File: src/rtl/ctrl_pkg.sv
// Shared encodings for the multi-cycle control unit: FSM states, RV32I major
// opcodes and the 4-bit ALU operation codes understood by the datapath ALU.
package ctrl_pkg;

    typedef enum logic [2:0] {
        ST_FETCH  = 3'd0,
        ST_DECODE = 3'd1,
        ST_EXEC   = 3'd2,
        ST_MEM    = 3'd3,
        ST_WB     = 3'd4,
        ST_HALT   = 3'd5
    } state_e;

    localparam logic [6:0] OP_RTYPE = 7'b0110011;
    localparam logic [6:0] OP_IALU  = 7'b0010011;
    localparam logic [6:0] OP_LW    = 7'b0000011;
    localparam logic [6:0] OP_SW    = 7'b0100011;
    localparam logic [6:0] OP_BEQ   = 7'b1100011;
    localparam logic [6:0] OP_JAL   = 7'b1101111;

    localparam logic [3:0] ALU_ZERO = 4'b0000;
    localparam logic [3:0] ALU_ADD  = 4'b0001;
    localparam logic [3:0] ALU_SUB  = 4'b0010;
    localparam logic [3:0] ALU_AND  = 4'b0011;
    localparam logic [3:0] ALU_OR   = 4'b0100;
    localparam logic [3:0] ALU_XOR  = 4'b0101;
    localparam logic [3:0] ALU_SLL  = 4'b0110;
    localparam logic [3:0] ALU_SRL  = 4'b0111;

endpackage

File: src/rtl/alu_op_decoder.sv
// Combinational ALU-op decode from major opcode, funct3 and funct7[5].
// BEQ/JAL are accepted only when CTRL_BRANCH_EN is defined.
module alu_op_decoder
    import ctrl_pkg::*;
(
    input  logic [6:0] major,
    input  logic [2:0] funct3,
    input  logic       funct7_b5,
    output logic [3:0] alu_op,
    output logic       illegal
);

    // Map each supported instruction to its ALU operation; anything else is illegal.
    always_comb begin
        alu_op  = ALU_ZERO;
        illegal = 1'b0;
        case (major)
            OP_RTYPE: begin
                case ({funct7_b5, funct3})
                    4'b0_000: alu_op = ALU_ADD;
                    4'b1_000: alu_op = ALU_SUB;
                    4'b0_111: alu_op = ALU_AND;
                    4'b0_110: alu_op = ALU_OR;
                    4'b0_100: alu_op = ALU_XOR;
                    4'b0_001: alu_op = ALU_SLL;
                    4'b0_101: alu_op = ALU_SRL;
                    default:  illegal = 1'b1;
                endcase
            end
            OP_IALU: begin
                // funct7[5] is immediate data except for shifts, where it selects srai/slli-variants
                case (funct3)
                    3'b000:  alu_op = ALU_ADD;
                    3'b111:  alu_op = ALU_AND;
                    3'b110:  alu_op = ALU_OR;
                    3'b100:  alu_op = ALU_XOR;
                    3'b001: begin
                        if (!funct7_b5) alu_op = ALU_SLL;
                        else            illegal = 1'b1;
                    end
                    3'b101: begin
                        if (!funct7_b5) alu_op = ALU_SRL;
                        else            illegal = 1'b1;
                    end
                    default: illegal = 1'b1;
                endcase
            end
            OP_LW, OP_SW: begin
                if (funct3 == 3'b010) alu_op = ALU_ADD;
                else                  illegal = 1'b1;
            end
`ifdef CTRL_BRANCH_EN
            OP_BEQ: begin
                if (funct3 == 3'b000) alu_op = ALU_SUB;
                else                  illegal = 1'b1;
            end
            OP_JAL: alu_op = ALU_ZERO;
`endif
            default: illegal = 1'b1;
        endcase
    end

endmodule

File: src/rtl/multicycle_control.sv
// Multi-cycle FETCH/DECODE/EXEC/MEM/WB controller driving full_datapath strobes.
// Define CTRL_BRANCH_EN to support BEQ/JAL; otherwise they halt as illegal and PCsrc is 0.
module multicycle_control
    import ctrl_pkg::*;
(
    input  logic        clk,
    input  logic        reset,
    input  logic [31:0] instr,
    input  logic        zero,
    output logic [3:0]  opcode,
    output logic        ALUsrc,
    output logic        RegWrite,
    output logic        MemRW,
    output logic        MemtoReg,
    output logic        PCsrc,
    output logic        pc_en,
    output logic        retire,
    output logic        illegal,
    output logic [2:0]  state
);

    state_e      state_q, state_d;
    logic [31:0] ir_q, ir_d;
    logic        illegal_q, illegal_d;
    logic [6:0]  major_s;
    logic [3:0]  dec_op_s;
    logic        dec_illegal_s;
    logic        jal_rd_bad_s;
    logic        alusrc_s;
    logic        regwrite_s;
    logic        memrw_s;
    logic        finish_s;
    logic        unused_s;

    assign major_s      = ir_q[6:0];
    assign jal_rd_bad_s = (major_s == OP_JAL) && (ir_q[11:7] != 5'd0);
    assign alusrc_s     = (major_s == OP_IALU) || (major_s == OP_LW) || (major_s == OP_SW);
    assign unused_s     = ^{ir_q, zero};

    alu_op_decoder u_alu_op_decoder (
        .major     (major_s),
        .funct3    (ir_q[14:12]),
        .funct7_b5 (ir_q[30]),
        .alu_op    (dec_op_s),
        .illegal   (dec_illegal_s)
    );

    // State, instruction register and sticky illegal flag.
    always_ff @(posedge clk) begin
        if (reset) begin
            state_q   <= ST_FETCH;
            ir_q      <= 32'd0;
            illegal_q <= 1'b0;
        end else begin
            state_q   <= state_d;
            ir_q      <= ir_d;
            illegal_q <= illegal_d;
        end
    end

    // Next-state and per-step datapath controls.
    always_comb begin
        state_d    = state_q;
        ir_d       = ir_q;
        illegal_d  = illegal_q;
        opcode     = ALU_ZERO;
        ALUsrc     = 1'b0;
        MemtoReg   = 1'b0;
        PCsrc      = 1'b0;
        regwrite_s = 1'b0;
        memrw_s    = 1'b0;
        finish_s   = 1'b0;
        case (state_q)
            ST_FETCH: begin
                ir_d    = instr;
                state_d = ST_DECODE;
            end
            ST_DECODE: begin
                if (dec_illegal_s || jal_rd_bad_s) begin
                    state_d   = ST_HALT;
                    illegal_d = 1'b1;
                end else begin
                    state_d = ST_EXEC;
                end
            end
            ST_EXEC: begin
                opcode = dec_op_s;
                ALUsrc = alusrc_s;
                case (major_s)
                    OP_RTYPE, OP_IALU: state_d = ST_WB;
                    OP_LW, OP_SW:      state_d = ST_MEM;
`ifdef CTRL_BRANCH_EN
                    OP_BEQ: begin
                        PCsrc    = zero;
                        finish_s = 1'b1;
                        state_d  = ST_FETCH;
                    end
                    OP_JAL: begin
                        PCsrc    = 1'b1;
                        finish_s = 1'b1;
                        state_d  = ST_FETCH;
                    end
`endif
                    default: begin
                        state_d   = ST_HALT;
                        illegal_d = 1'b1;
                    end
                endcase
            end
            ST_MEM: begin
                opcode = dec_op_s;
                ALUsrc = alusrc_s;
                if (major_s == OP_SW) begin
                    memrw_s  = 1'b1;
                    finish_s = 1'b1;
                    state_d  = ST_FETCH;
                end else begin
                    MemtoReg = 1'b1;
                    state_d  = ST_WB;
                end
            end
            ST_WB: begin
                opcode     = dec_op_s;
                ALUsrc     = alusrc_s;
                MemtoReg   = (major_s == OP_LW);
                regwrite_s = 1'b1;
                finish_s   = 1'b1;
                state_d    = ST_FETCH;
            end
            ST_HALT: state_d = ST_HALT;
            default: state_d = ST_FETCH;
        endcase
    end

    // A reset arriving in the final step suppresses that step's write/PC strobes.
    assign RegWrite = regwrite_s & ~reset;
    assign MemRW    = memrw_s & ~reset;
    assign pc_en    = finish_s & ~reset;
    assign retire   = finish_s & ~reset;
    assign illegal  = illegal_q;
    assign state    = state_q;

endmodule

File: config.mk
export PLATFORM = sky130hd
export DESIGN_NAME = multicycle_control
export DESIGN_NICKNAME = d
export VERILOG_FILES = /design/src/rtl/ctrl_pkg.sv /design/src/rtl/alu_op_decoder.sv /design/src/rtl/multicycle_control.sv
export SDC_FILE = /design/constraint.sdc
export NUM_CORES = 1
export LEC_CHECK = 0
export CAP_MARGIN = 20
export CORE_MARGIN = 1.5
export CORE_UTILIZATION = 40
export CTS_CLUSTER_DIAMETER = 80
export DETAILED_ROUTE_END_ITERATION = 10
export GPL_ROUTABILITY_DRIVEN = 0
export PLACE_DENSITY = 0.82
export SKIP_CTS_REPAIR_TIMING = 1
export SLEW_MARGIN = 20
export SYNTH_ARGS = -nofsm -noshare
export SYNTH_HDL_FRONTEND = slang
export SYNTH_SLANG_ARGS = --single-unit
File: constraint.sdc
create_clock -name clk -period 2.2 [get_ports clk]
set_input_delay 0.44 -clock clk [delete_from_list [all_inputs] [get_ports clk]]
set_output_delay 0.44 -clock clk [all_outputs]
set_load 0.05 [all_outputs]
# --- Word-level counts from Yosys, hierarchy flattened ---
# Index checks and enable logic that the tools add are counted.
word_totals:
  register_bits: 35
  in_bits: 35
  out_inout_bits: 15
classes:
  eq_ne: 24
  muxes: 26
  n_bitwise: 4
  reduce_logical: 17
ops:
  columns: ["operator", "count"]
  rows:
  - ["$pmux 4 s6", 1]
  - ["$pmux 3 s7", 1]
  - ["$eq 3x3->1 const B", 6]
  - ["$eq 4x3->1 const B", 4]
  - ["$pmux 3 s5", 1]
  - ["$eq 7x6->1 const B", 2]
  - ["$mux 3", 4]
  - ["$pmux 4 s3", 1]
  - ["$mux 1", 11]
  - ["$eq 3x2->1 const B", 3]
  - ["$pmux 1 s2", 4]
  - ["$reduce_or 4->1", 2]
  - ["$eq 7x2->1 const B", 1]
  - ["$eq 7x5->1 const B", 1]
  - ["$eq 7x7->1 const B", 1]
  - ["$reduce_or 7->1", 1]
  - ["$eq 3x1->1 const B", 2]
  - ["$logic_not 3->1", 2]
  - ["$pmux 3 s2", 1]
  - ["$reduce_or 2->1", 3]
  - ["$reduce_bool 5->1", 1]
  - ["$eq 4x1->1 const B", 1]
  - ["$eq 4x4->1 const B", 1]
  - ["$logic_not 4->1", 1]
  - ["other kinds (10)", 15]

# --- Logic depth before layout (Yosys ltp) ---
# Gate-level depths: netlist (run 1).
depth:
  word_depth: 7
  ltp_mapped: 6
  mapped_depth_nobuf: 4

# --- Hierarchy ---
# From an unflattened synthesis (run 1), not the netlist that was laid out.
unflattened:
  cells_unflattened: 150
  hier_area_um2: 1131.1
by_module_without_submodules:
  columns: ["mod", "n_inst", "cells_each", "area_per_inst_um2", "seq_area_each_um2"]
  rows:
  - ["multicycle_control", 1, 121, 948.4, 400.4]
  - ["alu_op_decoder", 1, 29, 182.7, 0.0]

# --- Worst setup path after synthesis (run 1) ---
# OpenSTA, ideal clock, no wires.
synth_timing:
  kind: "flip-flop to output port"
  from: "reg state_q[2], in the netlist state[2]"
  to: "out opcode[1]"
  t_arrival_ns: 2.435
  slack_ns: -0.675
  path_stages_with_launch: 6
  path_cell_list: "dfxtp_1 > buf_2 > nor2b_1 > and2_1 > o21bai_1 > nor3_1"
synth_via:
  elab_chain_len: 3
synth_rtl:
  columns: ["element", "line_no", "rtl"]
  rows:
  - ["start, declared", "multicycle_control.sv:22", "state_e state_q, state_d;"]
  - ["start signal, assigned", "multicycle_control.sv:55", "state_q <= state_d;"]
  - ["$eq 3x2->1 or $eq 3x3->1 (tied branches)", "multicycle_control.sv:73", "case (state_q)"]
  - ["$reduce_or 3->1 (no line) (*)", null, null]
  - ["$mux 4 (*)", "multicycle_control.sv:73", null]
  - ["end, declared", "multicycle_control.sv:10", "output logic [3:0] opcode,"]
# Every way passes the cells marked *; elsewhere a longest branch is shown, timed or not.

# --- Final worst setup path (run 1) ---
layout_timing:
  from: "reg ir_q[3]"
  to: "out opcode[1]"
layout_via:
  elab_chain_len: 4
layout_rtl:
  columns: ["element", "line_no", "rtl"]
  rows:
  - ["start, declared", "multicycle_control.sv:23", "logic [31:0] ir_q, ir_d;"]
  - ["start signal, assigned", "multicycle_control.sv:56", "ir_q <= ir_d;"]
  - ["$eq 7x6->1 or $eq 7x2->1 (tied branches)", "alu_op_decoder.sv:17", "case (major)"]
  - ["$reduce_or 2->1", "alu_op_decoder.sv:17", null]
  - ["$pmux 4 s3 (*)", "alu_op_decoder.sv:17", null]
  - ["$mux 4 (*)", "multicycle_control.sv:73", null]
# Marked as above.

==> results.json, run 1 <==
{
  "status": "completed",
  "timing.hold.ws_ns": 0.460,
  "grt_overflow": 0,
  "cts_buffers": 3,
  "grt_use_met2": 0.305,
  "track_usage": 0.171,
  "max_cap_violations": 0,
  "busiest_layer": "met2",
  "start_kind": "register",
  "start_util": 0.441,
  "crit_chain": "nand4bb_4, or2_4, o21bai_4, nor3_4, buf_12",
  "ys_seq_area_frac": 0.337,
  "slew_headroom": 0.564,
  "root_buffer": "clkbuf_4",
  "synth_area_sq_um": 891,
  "htreeDepth": 1,
  "use_met3": 0.0179,
  "die_w_microns": 50.2,
  "grt_pass1_vias": 864,
  "period_share": 0.983,
  "vias": 903,
  "final_max_slew_viol_count": 0,
  "pre_cts_slack_ns": 0.242,
  "seqPwrFrac": 0.500,
  "insertion_delay_ns": 0.30,
  "fmax_mhz": 463,
  "num-fill-cells": 167,
  "die_h_microns": 50.2,
  "first_iter_violations": 14,
  "critical_path.max_stage_delay_ns": 0.33,
  "final_util": 0.665,
  "worst_slew_pin_slew_ns": 0.651,
  "finalSetupViolations": 0,
  "ctsLongestPathBuffers": 2,
  "required_ns": 1.76,
  "drc": 0,
  "clkPwrFrac": 0.269,
  "n_antenna_cell": 0,
  "drt-total-wl_mm": 2.09,
  "num_rows": 16,
  "dp.final_hpwl_mm": 1.52,
  "finalPower_uw": 641,
  "power_density_nw_per_um2": 477,
  "ys_ff_latch": 15,
  "wire_per_inst_microns": 12.5,
  "syn_inst": 120,
  "comb_power_share": 0.231,
  "antenna_found_initial": 0,
  "setup_ws_ns": 0.0381,
  "cts.sinks": 15,
  "cts_tree": "built",
  "drtAntennaViolNets": 0,
  "rsz0062_at_grt": "true",
  "worstSetupPathType": "register to output pin",
  "hold_violations": 0,
  "grt_max_degree": 13,
  "layout-drive-gt1-share": 0.236,
  "ys_warn_count": 0,
  "slowest_stage": "dfxtp_2",
  "dr.pass1.iters": 4,
  "worstPathArrival_ns": 1.72,
  "cp-end-kind": "output pin",
  "vias_per_cell": 5.41,
  "pin_count": 50,
  "design.die.area_sq_um": 2520,
  "power.net_switching_uw": 216,
  "core_area_sq_um": 2020,
  "hold_path.class": "register to register",
  "grt_pass1_wl_mm": 3.38,
  "p_leak_uw": 0.000481,
  "use_met1": 0.197,
  "ir_worst_vdd_uv": 471,
  "ys_types": 36,
  "tns_ns": 0,
  "netSwitchingFraction": 0.337,
  "clk_pin_slew_ns": 0.10,
  "cellInternalPower_uw": 426,
  "io_buffers": 25,
  "syn_area_per_cell_sq_um": 7.42,
  "crit_fanout": 5,
  "nets": 176,
  "skew_ns": 0.00227,
  "area_growth_pct": 51.0,
  "fin_crit_ns": 2.16
}
## sequential cells by signal (all words and copies together) (netlist names)
name and flops:
ir_q 11, state 3, illegal 1
## final cells by class
cell class                      instances  area (sq um)  share of cell area
Inverter                                4          15.0              0.0112
Sequential cell                        15           305               0.227
Clock buffer                            3          22.5              0.0167
Timing Repair Buffer                   27           355               0.264
Tap cell                               27          33.8              0.0251
Multi-Input combinational cell         90           606               0.450
Clock inverter                          1          7.51             0.00558
## Yosys cell counts
| library cell | n | area, sq um |
|---|---|---|
| dfxtp_1 | 15 | 300 |
| o32ai_1 | 3 | 26.3 |
| o21ai_0 | 1 | 5.00 |
| buf_6 | 1 | 11.3 |
| buf_2 | 3 | 15.0 |
| clkbuf_1 | 4 | 15.0 |
| buf_4 | 4 | 30.0 |
| nor4b_4 | 1 | 23.8 |
| nor4_2 | 1 | 12.5 |
| nand2_1 | 28 | 105 |
| o211a_1 | 1 | 10.0 |
| nor3_2 | 1 | 10.0 |
| nand3b_1 | 1 | 7.51 |
| nor2b_1 | 4 | 25.0 |
| o21ba_1 | 1 | 10.0 |
| nor3b_1 | 1 | 7.51 |
| nor4_1 | 2 | 12.5 |
| inv_1 | 4 | 15.0 |
| o32a_1 | 1 | 10.0 |
| o21bai_1 | 1 | 7.51 |
| nand2b_1 | 4 | 25.0 |
| o31ai_1 | 1 | 7.51 |
| nand4bb_1 | 1 | 11.3 |
| nand3_1 | 1 | 5.00 |
| nor3_1 | 3 | 15.0 |
| conb_1 | 1 | 3.75 |
| o21a_1 | 1 | 7.51 |
| and2_1 | 1 | 6.26 |
| o22ai_1 | 1 | 6.26 |
| a21boi_1 | 1 | 7.51 |
| nor2_1 | 6 | 22.5 |
| a21oi_1 | 17 | 85.1 |
| or3_1 | 1 | 6.26 |
| a31oi_1 | 1 | 6.26 |
| a2111oi_1 | 1 | 10.0 |
| or2_1 | 1 | 6.26 |
## power by group through the flow
| stage | Sequential, uW | Combinational (uW) | Clock, uW |
|---|---|---|---|
| final | 320 | 148 | 173 |
| after CTS | 318 | 146 | 172 |
| after global routing | 325 | 159 | 190 |
| after global placement | 323 | 143 | 0 |
| after detailed placement | 324 | 146 | 0 |
| after floorplan | 323 | 102 | 0 |
## path summary, 6_finish.rpt
kind	start	endpoint	slack, ns	cells past startpoint
max reg2reg	ir_q[4]	state[0]	0.53	4
min reg2reg	illegal	illegal	0.46	2
min	illegal	illegal	0.46	2
max	ir_q[3]	opcode[1]	0.04	5
## worst max-delay path, delay by kind of cell, from the launching register on
kind,cells,cell delay [ns]
AOI/OAI and AO/OA,1,0.23
DFF,1,0.33
and+or+nand+nor,3,0.69
buffers and inverters,1,0.16
## layout by cell type (no fill, tap or decap), types with 2 or more instances in the layout
| cell type | n |
|---|---|
| nor3_4 | 2 |
| clkbuf_4 | 3 |
| nor2b_1 | 4 |
| conb_1 | 2 |
| a21oi_4 | 2 |
| inv_1 | 4 |
| dfxtp_2 | 4 |
| dfxtp_1 | 11 |
| nor4_1 | 2 |
| nor2_1 | 4 |
| buf_4 | 2 |
| nand2_1 | 28 |
| a21oi_1 | 15 |
| nor3_2 | 2 |
| buf_12 | 9 |
| o32ai_1 | 2 |
| nand2b_1 | 4 |
| clkdlybuf4s50_1 | 16 |
## metrics by stage
| stage | cell area (sq um) | instances |
|---|---|---|
| finish | 1350 | 167 |
| global route | 1350 | 167 |
| CTS | 1310 | 167 |
| detailed placement | 1280 | 163 |
| global placement | 1280 | 163 |
| floorplan | 965 | 121 |
## cell families after synthesis
family | synth area share
DFF | 0.337
and+or+nand+nor | 0.338
AOI/OAI and AO/OA | 0.223
other | 0.00421
buffers and inverters | 0.0969
## metal layers
layer / up-vias / part of all wire
met2: 29 / 0.49
met1: 422 / 0.45
met3: 5 / 0.037
li1: 447 / -
met4: 0 / 0.022
met5: - / 0
Power figures use the tool's default switching activity.
==> inputs of run 2 (changes only) <==
Settings changed: CORE_MARGIN 1.5 to 4.
==> run 2 against run 1 <==
Compared with the run above:
- core utilization hardly changed
- first-iteration DRC count down 21%
- cell count grew 0.60%
- global-route usage fell by 0.90 points
- sequential power about the same
==> results.json, run 2 (synthesized netlist as in run 1, its figures left out) <==
{
  "grt_pass1_wl_mm": 3.61,
  "final_cell_area_sq_um": 1360,
  "p_leak_uw": 0.000486,
  "top_register": "ir_q",
  "worst_slew_pin_slew_ns": 0.614,
  "skew_ns": 0.00465,
  "final_common_cell": "nand2_1",
  "htreeDepth": 1,
  "ctsLongestPathBuffers": 2,
  "area_growth_pct": 52.5,
  "worstSetupPathType": "register to output pin",
  "wire_per_inst_microns": 12.9,
  "insertion_delay_ns": 0.29,
  "vias": 857,
  "fin_crit_ns": 2.15,
  "drc": 0,
  "ir_worst_vdd_uv": 397,
  "core_area_sq_um": 2040,
  "cts_tree": "built",
  "final_max_slew_viol_count": 0,
  "status": "completed",
  "drtAntennaViolNets": 0,
  "vias_per_cell": 5.10,
  "r2r_setup_slack_ns": 0.57,
  "dr.pass1.iters": 4,
  "io_buffers": 25,
  "period_share": 0.979,
  "start_util": 0.436,
  "drt-total-wl_mm": 2.16,
  "largest_reg_flops": 11,
  "n_antenna_cell": 0,
  "grt_max_degree": 17,
  "max_cap_violations": 0,
  "fmax_mhz": 464,
  "postPlaceCellArea_sq_um": 1280,
  "layout-drive-gt1-share": 0.255,
  "slew_headroom": 0.588,
  "cts.sinks": 15,
  "first_iter_violations": 11,
  "power_density_nw_per_um2": 470,
  "nets": 177,
  "clk_pin_slew_ns": 0.10,
  "worstPathArrival_ns": 1.71,
  "pin_count": 50,
  "cts_buffers": 3,
  "design.die.area_sq_um": 3050,
  "track_usage": 0.162,
  "dp.final_hpwl_mm": 1.66,
  "grt_overflow": 0,
  "finalPower_uw": 639,
  "hold_violations": 0,
  "cp-end-kind": "output pin",
  "grt_pass1_vias": 868,
  "hold_path.class": "register to register",
  "rsz0062_at_grt": "true",
  "final_cell_mix": "nand2_1, clkdlybuf4s50_1, a21oi_1",
  "num_rows": 16,
  "die_w_microns": 55.2,
  "start_kind": "register",
  "tns_ns": 0,
  "final_util": 0.665,
  "die_h_microns": 55.2,
  "crit_fanout": 5,
  "antenna_found_initial": 0,
  "required_ns": 1.76,
  "root_buffer": "clkbuf_4",
  "finalSetupViolations": 0
}
==> run 2: path summary, 6_finish.rpt <==
check,start,end,depth (start not counted)
min reg2reg,illegal,illegal,2
max,ir_q[3],opcode[2],5
max reg2reg,ir_q[4],state[1],4
min,illegal,illegal,2
==> run 2: per-stage QoR <==
step	setup WS, ns	std cells	hold slack (ns)
2_1_floorplan	0.0539	121	0.432
3_3_place_gp	0.272	163	0.435
3_5_place_dp	0.233	163	0.446
4_1_cts	-0.101	167	0.461
5_1_grt	-0.0554	168	0.477
6_report	0.0461	168	0.457
==> run 2: final cells by class <==
class / count / area [sq um]
sequential: 15 / 309
clock inverter: 1 / 7.51
tap: 27 / 33.8
timing repair buffer: 28 / 363
inverter: 4 / 15.0
clock buffer: 3 / 22.5
multi-input combinational: 90 / 608
fill: 162 / 683
==> run 2: routing by layer <==
| layer | track usage | share of wire | up-vias | routed length, microns |
|---|---|---|---|---|
| li1 | - | - | 450 | - |
| met1 | 0.170 | 0.41 | 380 | 878 |
| met2 | 0.313 | 0.53 | 24 | 1140 |
| met3 | 0.0402 | 0.055 | 3 | 118 |
| met4 | 0.0486 | 0.012 | 0 | 27 |
| met5 | 0 | 0 | - | 0 |
==> run 2: critical path: stages (launching register included) <==
cell,delay (ns)
dfxtp_2,0.33
nand4bb_4,0.23
or2_4,0.28
o21bai_4,0.23
nor3_4,0.18
buf_12,0.16
==> run 2: where the power goes <==
| group | switching (uW) | internal (uW) | leakage [uW] |
|---|---|---|---|
| combinational | 82.1 | 66.7 | 0.000347 |
| sequential | 30.7 | 290 | 0.000126 |
| clock | 101 | 69.3 | 0.0000139 |
